==> config.mk <==
export PLATFORM = sky130hd
export DESIGN_NAME = seq_add_scheduler
export DESIGN_NICKNAME = d
export VERILOG_FILES = /design/src/rtl/seq_add_scheduler.sv
export SDC_FILE = /design/constraint.sdc
export NUM_CORES = 1
export LEC_CHECK = 0
export ABC_CLOCK_PERIOD_IN_PS = 3230
export CORE_MARGIN = 2
export CORE_UTILIZATION = 58
export CTS_CLUSTER_DIAMETER = 150
export DETAILED_ROUTE_END_ITERATION = 8
export GPL_ROUTABILITY_DRIVEN = 0
export PLACE_DENSITY = 0.85
export SYNTH_ARGS = -nofsm -noshare
export SYNTH_HDL_FRONTEND = slang
export SYNTH_SLANG_ARGS = --single-unit
==> constraint.sdc <==
create_clock -name clk -period 3.23 [get_ports clk]
set_input_delay 0.323 -clock clk [delete_from_list [all_inputs] [get_ports clk]]
set_output_delay 0.323 -clock clk [all_outputs]
set_load 0.01 [all_outputs]
==> src/rtl/seq_add_scheduler.sv <==
// Queues operand pairs and issues them one at a time to a serial adder (IDLE/ISSUE/WAIT).
// Push->issue latency 2 cycles; s_ready low when FIFO full; issue stalls while a result is unaccepted.
module seq_add_scheduler #(
  parameter int DWIDTH  = 8,
  parameter int DEPTH   = 4,
  parameter int TIMEOUT = 2*DWIDTH+4
) (
  input  logic                       clk,
  input  logic                       rstn,
  input  logic                       s_valid,
  output logic                       s_ready,
  input  logic [DWIDTH-1:0]          s_a,
  input  logic [DWIDTH-1:0]          s_b,
  output logic [DWIDTH-1:0]          add_in1,
  output logic [DWIDTH-1:0]          add_in2,
  output logic                       add_ivalid,
  input  logic [DWIDTH-1:0]          add_sum,
  input  logic                       add_carry,
  input  logic                       add_ovalid,
  input  logic                       add_busy,
  output logic                       m_valid,
  input  logic                       m_ready,
  output logic [DWIDTH:0]            m_sum,
  output logic [$clog2(DEPTH):0]     level,
  output logic                       err_timeout,
  output logic                       err_spurious
);

  localparam int AW = $clog2(DEPTH);
  localparam int LW = AW + 1;
  localparam int CW = $clog2(TIMEOUT + 1);

  typedef enum logic [1:0] {IDLE, ISSUE, WAIT} state_t;
  state_t state_q, state_d;

  logic [2*DWIDTH-1:0] mem_q [DEPTH];
  logic [2*DWIDTH-1:0] head;
  logic [AW-1:0]       wr_ptr_q, rd_ptr_q;
  logic [LW-1:0]       level_q, level_d;
  logic [CW-1:0]       cnt_q, cnt_d;
  logic [DWIDTH-1:0]   in1_q, in1_d, in2_q, in2_d;
  logic                ivalid_q, ivalid_d;
  logic                m_valid_q, m_valid_d;
  logic [DWIDTH:0]     m_sum_q, m_sum_d;
  logic                err_to_q, err_to_d;
  logic                err_sp_q, err_sp_d;
  logic                do_push, do_pop;

  assign s_ready = (level_q != LW'(DEPTH));
  assign do_push = s_valid && s_ready;
  // The head was already copied into add_in1/add_in2 on entry to ISSUE, so pop there.
  assign do_pop  = (state_q == ISSUE);
  assign head    = mem_q[rd_ptr_q];

  always_ff @(posedge clk) begin
    if (do_push) mem_q[wr_ptr_q] <= {s_a, s_b};
  end

  always_comb begin
    level_d = level_q;
    if (do_push && !do_pop)      level_d = level_q + 1'b1;
    else if (!do_push && do_pop) level_d = level_q - 1'b1;
  end

  always_comb begin
    state_d   = state_q;
    cnt_d     = cnt_q;
    in1_d     = in1_q;
    in2_d     = in2_q;
    ivalid_d  = 1'b0;
    m_valid_d = m_valid_q;
    m_sum_d   = m_sum_q;
    err_to_d  = err_to_q;
    err_sp_d  = err_sp_q;
    if (m_valid_q && m_ready) m_valid_d = 1'b0;
    if (add_ovalid && state_q != WAIT) err_sp_d = 1'b1;
    case (state_q)
      IDLE: begin
        if (level_q != '0 && !m_valid_q && !add_busy) begin
          state_d        = ISSUE;
          ivalid_d       = 1'b1;
          {in1_d, in2_d} = head;
        end
      end
      ISSUE: begin
        state_d = WAIT;
        cnt_d   = '0;
      end
      WAIT: begin
        if (add_ovalid) begin
          m_sum_d   = {add_carry, add_sum};
          m_valid_d = 1'b1;
          state_d   = IDLE;
          cnt_d     = '0;
        end else if (cnt_q == CW'(TIMEOUT - 1)) begin
          // Operation abandoned: no result is produced for it.
          err_to_d = 1'b1;
          state_d  = IDLE;
          cnt_d    = '0;
        end else begin
          cnt_d = cnt_q + 1'b1;
        end
      end
      default: state_d = IDLE;
    endcase
  end

  always_ff @(posedge clk or negedge rstn) begin
    if (!rstn) begin
      state_q   <= IDLE;
      wr_ptr_q  <= '0;
      rd_ptr_q  <= '0;
      level_q   <= '0;
      cnt_q     <= '0;
      in1_q     <= '0;
      in2_q     <= '0;
      ivalid_q  <= 1'b0;
      m_valid_q <= 1'b0;
      m_sum_q   <= '0;
      err_to_q  <= 1'b0;
      err_sp_q  <= 1'b0;
    end else begin
      state_q   <= state_d;
      level_q   <= level_d;
      cnt_q     <= cnt_d;
      in1_q     <= in1_d;
      in2_q     <= in2_d;
      ivalid_q  <= ivalid_d;
      m_valid_q <= m_valid_d;
      m_sum_q   <= m_sum_d;
      err_to_q  <= err_to_d;
      err_sp_q  <= err_sp_d;
      if (do_push) wr_ptr_q <= wr_ptr_q + 1'b1;
      if (do_pop)  rd_ptr_q <= rd_ptr_q + 1'b1;
    end
  end

  assign add_in1      = in1_q;
  assign add_in2      = in2_q;
  assign add_ivalid   = ivalid_q;
  assign m_valid      = m_valid_q;
  assign m_sum        = m_sum_q;
  assign level        = level_q;
  assign err_timeout  = err_to_q;
  assign err_spurious = err_sp_q;

endmodule

==> run metrics, run 1 <==
Initial Utilization=59.46%; launching element type of the critical path=register; Gate power share=a little over a third; register bit total from synthesis=107; Num CTS Buffers=9; Max Fclk=0.4479 GHz; Ant. Diodes=0; Max FO, Critical Path=7; die span in y=89.77 µm; HP Class=input pin to async pin; delay-heaviest family, CP=adder cells; clock power share=16.5%; floorplan row count=31; CP peak stage delay=between 0.4 and 0.5 ns; met2 WL=3686 µm; Crit Path Category=register to register; GR Util All Layers=19.36%; die width=roughly 90 µm; Layout Nets=343; I/O Buffers=63; deepest clock path buffer count=2; final hold violation count=0; crit path capture type=register; DRT Pass-1 Iters=4; Core ar.=7176 µm²; IO Count=64; status=completed; area grow syn2layout=21.35%; Net Sw Frac=between 30 and 40%; Resized Gates After CTS=0; DRT iter0 DRCs=101; # Post-CTS Setup Buffers=0; CTS clk-pin slew, worst paths=~0.1 ns; via count=2193; RSZ-0062 raised after global routing=no; number of synthesized flops with an enable pin=64; Post-Syn Nets=270; asr flop ratio synth=between 40% and 50%; uppermost layer routed=met4; DRC viols=0; die area=8059 µm²; vias in the first global route=2326; mapped cell area=between 4000 and 5000 µm²; fin crit share=approximately 69%; average cell area after synthesis=18.71 µm²; Worst IR Drop VDD=0.0004450 V; fraction of layout cells with a size suffix above 1=19.02%; Final min period=2.233 ns; largest net degree at the start of global routing=44; ys flop type=edfxtp_1; Wirelength per Cell=17.67 µm; Slowest-stage cell, CP=dfrtp_1; Reg power frac=48.1%; CP bufs+invs=1; Final Cell Area=5177 µm²; YS warnings=0; routed length on met1=2994 µm; global route overflow=0; Final Setup Violations=0; final wirelength=7139 µm; Tightest Pin Transition=1.004 ns; Cells after Synth=228; Clock Sinks=107; Max-Cap Viols=0; Worst Clk Skew=0.01106 ns; Vias per Instance=5.428; post-synthesis cell type count=35; total negative slack=0 ns; critical-path cell list=nor2_1 -> a21boi_1 -> ha_1 -> inv_1 -> fa_1 -> xor2_1 -> nor2_1 -> xor2_1; dpl hpwl=4713 µm; post-synthesis sequential area ratio=about 70%; Worst Hold Slack=about 0.12 ns; CTS Hold Bufs=0; Power Density=850.3 nW/µm²; final slew viol count=0; met3 wire len=about 370 µm; Critical Path RT=3.51 ns; WP data arrival=2.51 ns; Final ANT Viol Nets=0; Internal Power=3.066 mW; first-pass GRT wire length=roughly 12000 µm; initial antenna violation count=0; # H-tree levels=3; Clk Latency, worst-skew pair=between 0.3 and 0.4 ns; Max-slew headroom=~33%; Leak Pwr=1.943 nW; CTS Root Cell=clkbuf_8; switching power=1.337 mW; CTS tree=done; DP Area=roughly 5000 µm²
[placed cells by master, fill, tap and decap left out, types with 5 or more instances in the layout]
cell type,synthesis,final
nand2_1,5,5
o21ai_0,6,6
edfxtp_1,64,64
mux4_2,8,8
mux2_2,28,28
dfrtp_1,43,43
clkbuf_8,0,9
inv_1,12,12
mux4_1,8,8
clkdlybuf4s50_1,0,62
ha_1,10,10
[power by group through the flow]
| stage | clock network [mW] | logic, mW | registers [mW] |
|---|---|---|---|
| 6_report | 0.726 | 1.56 | 2.12 |
| 5_1_grt | 0.794 | 1.69 | 2.18 |
| 4_1_cts | 0.746 | 1.58 | 2.13 |
| 3_5_place_dp | 0 | 1.57 | 2.16 |
| 3_3_place_gp | 0 | 1.54 | 2.13 |
| 2_1_floorplan | 0 | 0.913 | 2.14 |
[cells in the mapped netlist, types with 3 or more instances]
cell type  number  area, µm²
buf_6           3      33.78
edfxtp_1       64       1922
mux2_2         28      315.3
dfrtp_1        43       1076
ha_1           10      125.1
and2_1          4      25.02
xnor2_1         3      26.28
mux4_1          8      210.2
mux4_2          8      180.2
o21ai_0         6      30.03
nand2_1         5      18.77
nor2_1          3      11.26
xor2_1          3      26.28
inv_1          12      45.04
[metrics by stage]
stage	setup WS [ns]	util (%)	total power, mW	cells
global placement	0.8712	69.73	3.667	389
floorplan	1.229	-	3.050	228
global route	0.8134	72.15	4.661	404
finish	0.9974	72.15	4.403	404
detailed placement	0.7768	69.73	3.732	389
CTS	0.9948	72.15	4.457	404
[routing by layer]
metal  global-route usage [%]  vias up
met3                    6.287        9
met1                    23.70     1102
met5                        0        -
li1                         -     1023
met2                    33.27       59
met4                    5.769        0
[sequential cells by signal (all words and copies together), names as in the netlist]
register / count
m_valid: 1
err_spurious: 1
level: 3
err_timeout: 1
wr_ptr_q: 2
add_ivalid: 1
add_in1: 8
add_in2: 8
cnt_q: 5
mem_q: 64
m_sum: 9
rd_ptr_q: 2
state_q: 2
[final cells by class]
| cell class | count | area (µm²) |
|---|---|---|
| multi-input combinational | 104 | 1181 |
| clock inverter | 6 | 50.05 |
| sequential | 107 | 2998 |
| tap | 99 | 123.9 |
| clock buffer | 9 | 123.9 |
| inverter | 12 | 45.04 |
| timing repair buffer | 67 | 655.6 |
| fill | 458 | 1998 |
[path summary, 6_finish.rpt]
path                                       endpoint                     start  depth (start not counted)  slack [ns]
min                          add_in1[3]$_DFFE_PN0P_                      rstn                          1        0.12
min reg2reg                err_spurious$_DFFE_PN0P_  err_spurious$_DFFE_PN0P_                          1        0.47
max in group asynchronous    add_in2[6]$_DFFE_PN0P_                      rstn                          1        2.48
max                            level[2]$_DFFE_PN0P_      level[0]$_DFFE_PN0P_                          8         1.0
min in group clk           err_spurious$_DFFE_PN0P_  err_spurious$_DFFE_PN0P_                          1        0.47
max reg2reg                    level[2]$_DFFE_PN0P_      level[0]$_DFFE_PN0P_                          8         1.0
[kinds of logic (layout without fill, tap and decap cells)]
| group | count (synthesis) | count (layout) | share of synthesized area [%] |
|---|---|---|---|
| and+or+nand+nor | 25 | 25 | 3.636 |
| buffers and inverters | 17 | 94 | 2.052 |
| AOI/OAI and AO/OA | 17 | 17 | 2.639 |
| muxes | 45 | 45 | 16.77 |
| xor gates and xnor gates | 6 | 6 | 1.232 |
| adders and majority gates | 11 | 11 | 3.402 |
| DFF | 107 | 107 | 70.26 |
Power figures use the tool's default switching activity.
==> run 2: changes to the inputs <==
- ABC_CLOCK_PERIOD_IN_PS: 3230 -> 2200
- CORE_UTILIZATION: 58 -> 53
- PLACE_DENSITY: 0.85 -> 0.78
- clock period: 3.23 -> 2.2 ns (I/O delays scaled with it)
==> run 2 against run 1 <==
Via count is 0.91% higher. Sequential cell count is the same. First-iteration DRC count shrank 5.0%. Worst setup slack got worse by 0.71 ns. Global-route usage decreased by 1.6 points. Core utilization decreased by 3.9 points. Largest cell class unchanged. Critical path depth unchanged. Fmax is 17% higher. Clock skew is 0.0013 ns higher. Critical endpoint unchanged. Combinational power increased by 55%. Clock power rose by 68%.
==> run metrics, run 2 (synthesis results as in run 1) <==
status=completed; Max FO, Critical Path=6 (-1); Num CTS Buffers=9 (unchanged); CP peak stage delay=0.48 ns (about the same); Clk Latency, worst-skew pair=0.36 ns (about the same); # Post-CTS Setup Buffers=0 (unchanged); die span in y=93.72 µm (+4.4%); Leak Pwr=2.010 nW (+3.5%); Util after Layout=68.30% (-3.9 points); reg2reg end=level[2]$_DFFE_PN0P_; GR Util All Layers=17.79% (-1.6 points); most frequent cells in the layout=edfxtp_1 (64), clkdlybuf4s50_1 (62), dfrtp_1 (43); final hold violation count=0 (unchanged); dpl hpwl=4703 µm (-0.20%); DRT iter0 DRCs=96 (-5.0%); final wirelength=7017 µm (-1.7%); delay-heaviest family, CP=adder cells; Worst IR Drop VDD=0.0005613 V (+26%); die area=8783 µm² (+9.0%); largest net degree at the start of global routing=20 (-55%); Final min period=1.911 ns (-0.3220 ns); final setup margin=0.2894 ns (-0.7080 ns); Slowest-stage cell, CP=dfrtp_1; Layout Nets=352 (+2.6%); Wirelength per Cell=16.83 µm (-4.8%); HP Class=input pin to async pin; deepest clock path buffer count=2 (unchanged); Worst Clk Skew=0.01236 ns (+0.001307 ns); R2R Path Start=level[0]$_DFFE_PN0P_; initial antenna violation count=0 (unchanged); Final ANT Viol Nets=0 (unchanged); via count=2213 (+0.91%); Max Fclk=0.5234 GHz (+17%); vias in the first global route=2373 (+2.0%); Final Setup Violations=0 (unchanged); Power Density=1256 nW/µm² (+48%); DRC viols=0 (unchanged); Max-slew headroom=73.49% (+40 points); # H-tree levels=3 (unchanged); fraction of layout cells with a size suffix above 1=21.27% (+2.3 points); total power=6.662 mW (+51%); WP data arrival=2.21 ns (-0.30 ns); first-pass GRT wire length=11630 µm (-2.0%); Resized Gates After CTS=0 (unchanged); Initial Utilization=54.93% (-4.5 points); launching element type of the critical path=register; commonest non-fill, non-tap cell in the layout=edfxtp_1; CTS Root Cell=clkbuf_8; IO Count=64 (unchanged); CTS Hold Bufs=1 (+1); Ant. Diodes=0 (unchanged); CP bufs+invs=1 (unchanged); Vias per Instance=5.307 (-2.2%); CTS clk-pin slew, worst paths=0.11 ns (about the same); I/O Buffers=63 (unchanged); Reg2Reg Depth=8 (unchanged); floorplan row count=32 (+3.2%); Max-Cap Viols=0 (unchanged); Register-to-Register Setup Slack=0.29 ns (-0.71 ns); area grow syn2layout=24.34%; RSZ-0062 raised after global routing=no; crit path capture type=register; die width=93.72 µm (+4.4%); Crit Path Category=register to register; CTS tree=done; final slew viol count=0 (unchanged); Critical Path RT=2.50 ns (-1.01 ns); Clock Sinks=107 (unchanged); global route overflow=0 (unchanged); Core ar.=7767 µm² (+8.2%); Biggest register=mem_q; Largest register FFs=64 (unchanged); fin crit share=86.84% (+18 points); pre-CTS WS=0.1704 ns (-0.6064 ns); final std cells w/o fill=417 (+3.2%); total negative slack=0 ns (unchanged); placed cell count=400 (+2.8%); DRT Pass-1 Iters=4 (unchanged); Tightest Pin Transition=0.3976 ns (-0.6059 ns); critical-path cell list=nor2_1 -> a21boi_1 -> ha_1 -> inv_1 -> fa_1 -> xor2_1 -> nor2_1 -> xor2_1
run 2: cell count changes in the layout (fill, tap and decap cells not counted):
| cell | change |
|---|---|
| buf_4 | +6 |
| bufinv_16 | +1 |
| buf_12 | +2 |
| inv_6 | +3 |
| clkinvlp_4 | -1 |
| inv_8 | -1 |
| dlygate4sd3_1 | +1 |
| clkinv_4 | -1 |
run 2: area by class of cell:
| type | instances | area [µm²] |
|---|---|---|
| repair buffers | 76 | 750.7 |
| well taps | 102 | 127.6 |
| clock inverters | 7 | 78.83 |
| inverters | 12 | 45.04 |
| fillers | 547 | 2462 |
| clock buffers | 9 | 123.9 |
| flip-flops and latches | 107 | 2998 |
| multi-input cells | 104 | 1181 |
run 2: per-layer routing:
layer	vias to the layer above	GRT usage, %	wire length, µm
li1	1037	-	-
met1	1105	23.37	3060
met2	65	29.40	3491
met3	6	3.692	390
met4	0	6.884	75
met5	-	0	0
run 2: power breakdown:
group	total, mW	internal (mW)	switching, mW
Combinational	2.42	1.41	1.02
Sequential	3.02	2.74	0.276
Clock	1.22	0.543	0.675
Total	6.66	4.69	1.97
run 2: worst reg2reg max path: cells and delay by family, from the launching register on:
| kind | cells | cell delay (ns) |
|---|---|---|
| adder cells (fa/ha/maj) | 2 | 0.59 |
| flip-flops | 1 | 0.48 |
| XOR/XNOR | 2 | 0.30 |
| AO/OA/AOI/OAI | 1 | 0.21 |
| AND/OR/NAND/NOR | 2 | 0.20 |
| buffers and inverters | 1 | 0.06 |
run 2: how the worst max path moves through the flow:
stage / slack [ns] / to / cells after the start / startpoint
2_1_floorplan: 0.20 / level[2]$_DFFE_PN0P_ / 8 / level[0]$_DFFE_PN0P_
3_3_place_gp: 0.22 / level[2]$_DFFE_PN0P_ / 8 / s_valid
3_5_place_dp: 0.17 / level[2]$_DFFE_PN0P_ / 8 / s_valid
4_1_cts: 0.29 / level[2]$_DFFE_PN0P_ / 8 / level[0]$_DFFE_PN0P_
5_1_grt: 0.15 / level[2]$_DFFE_PN0P_ / 8 / level[0]$_DFFE_PN0P_
6_report: 0.29 / level[2]$_DFFE_PN0P_ / 8 / level[0]$_DFFE_PN0P_
run 2: stage by stage:
| step | hold slack [ns] | cell area, µm² |
|---|---|---|
| after CTS | 0.2974 | 5305 |
| after floorplan | -0.07559 | 4267 |
| after global routing | 0.3270 | 5305 |
| after detailed placement | 0.1659 | 5092 |
| final | 0.2965 | 5305 |
| after global placement | 0.1643 | 5092 |
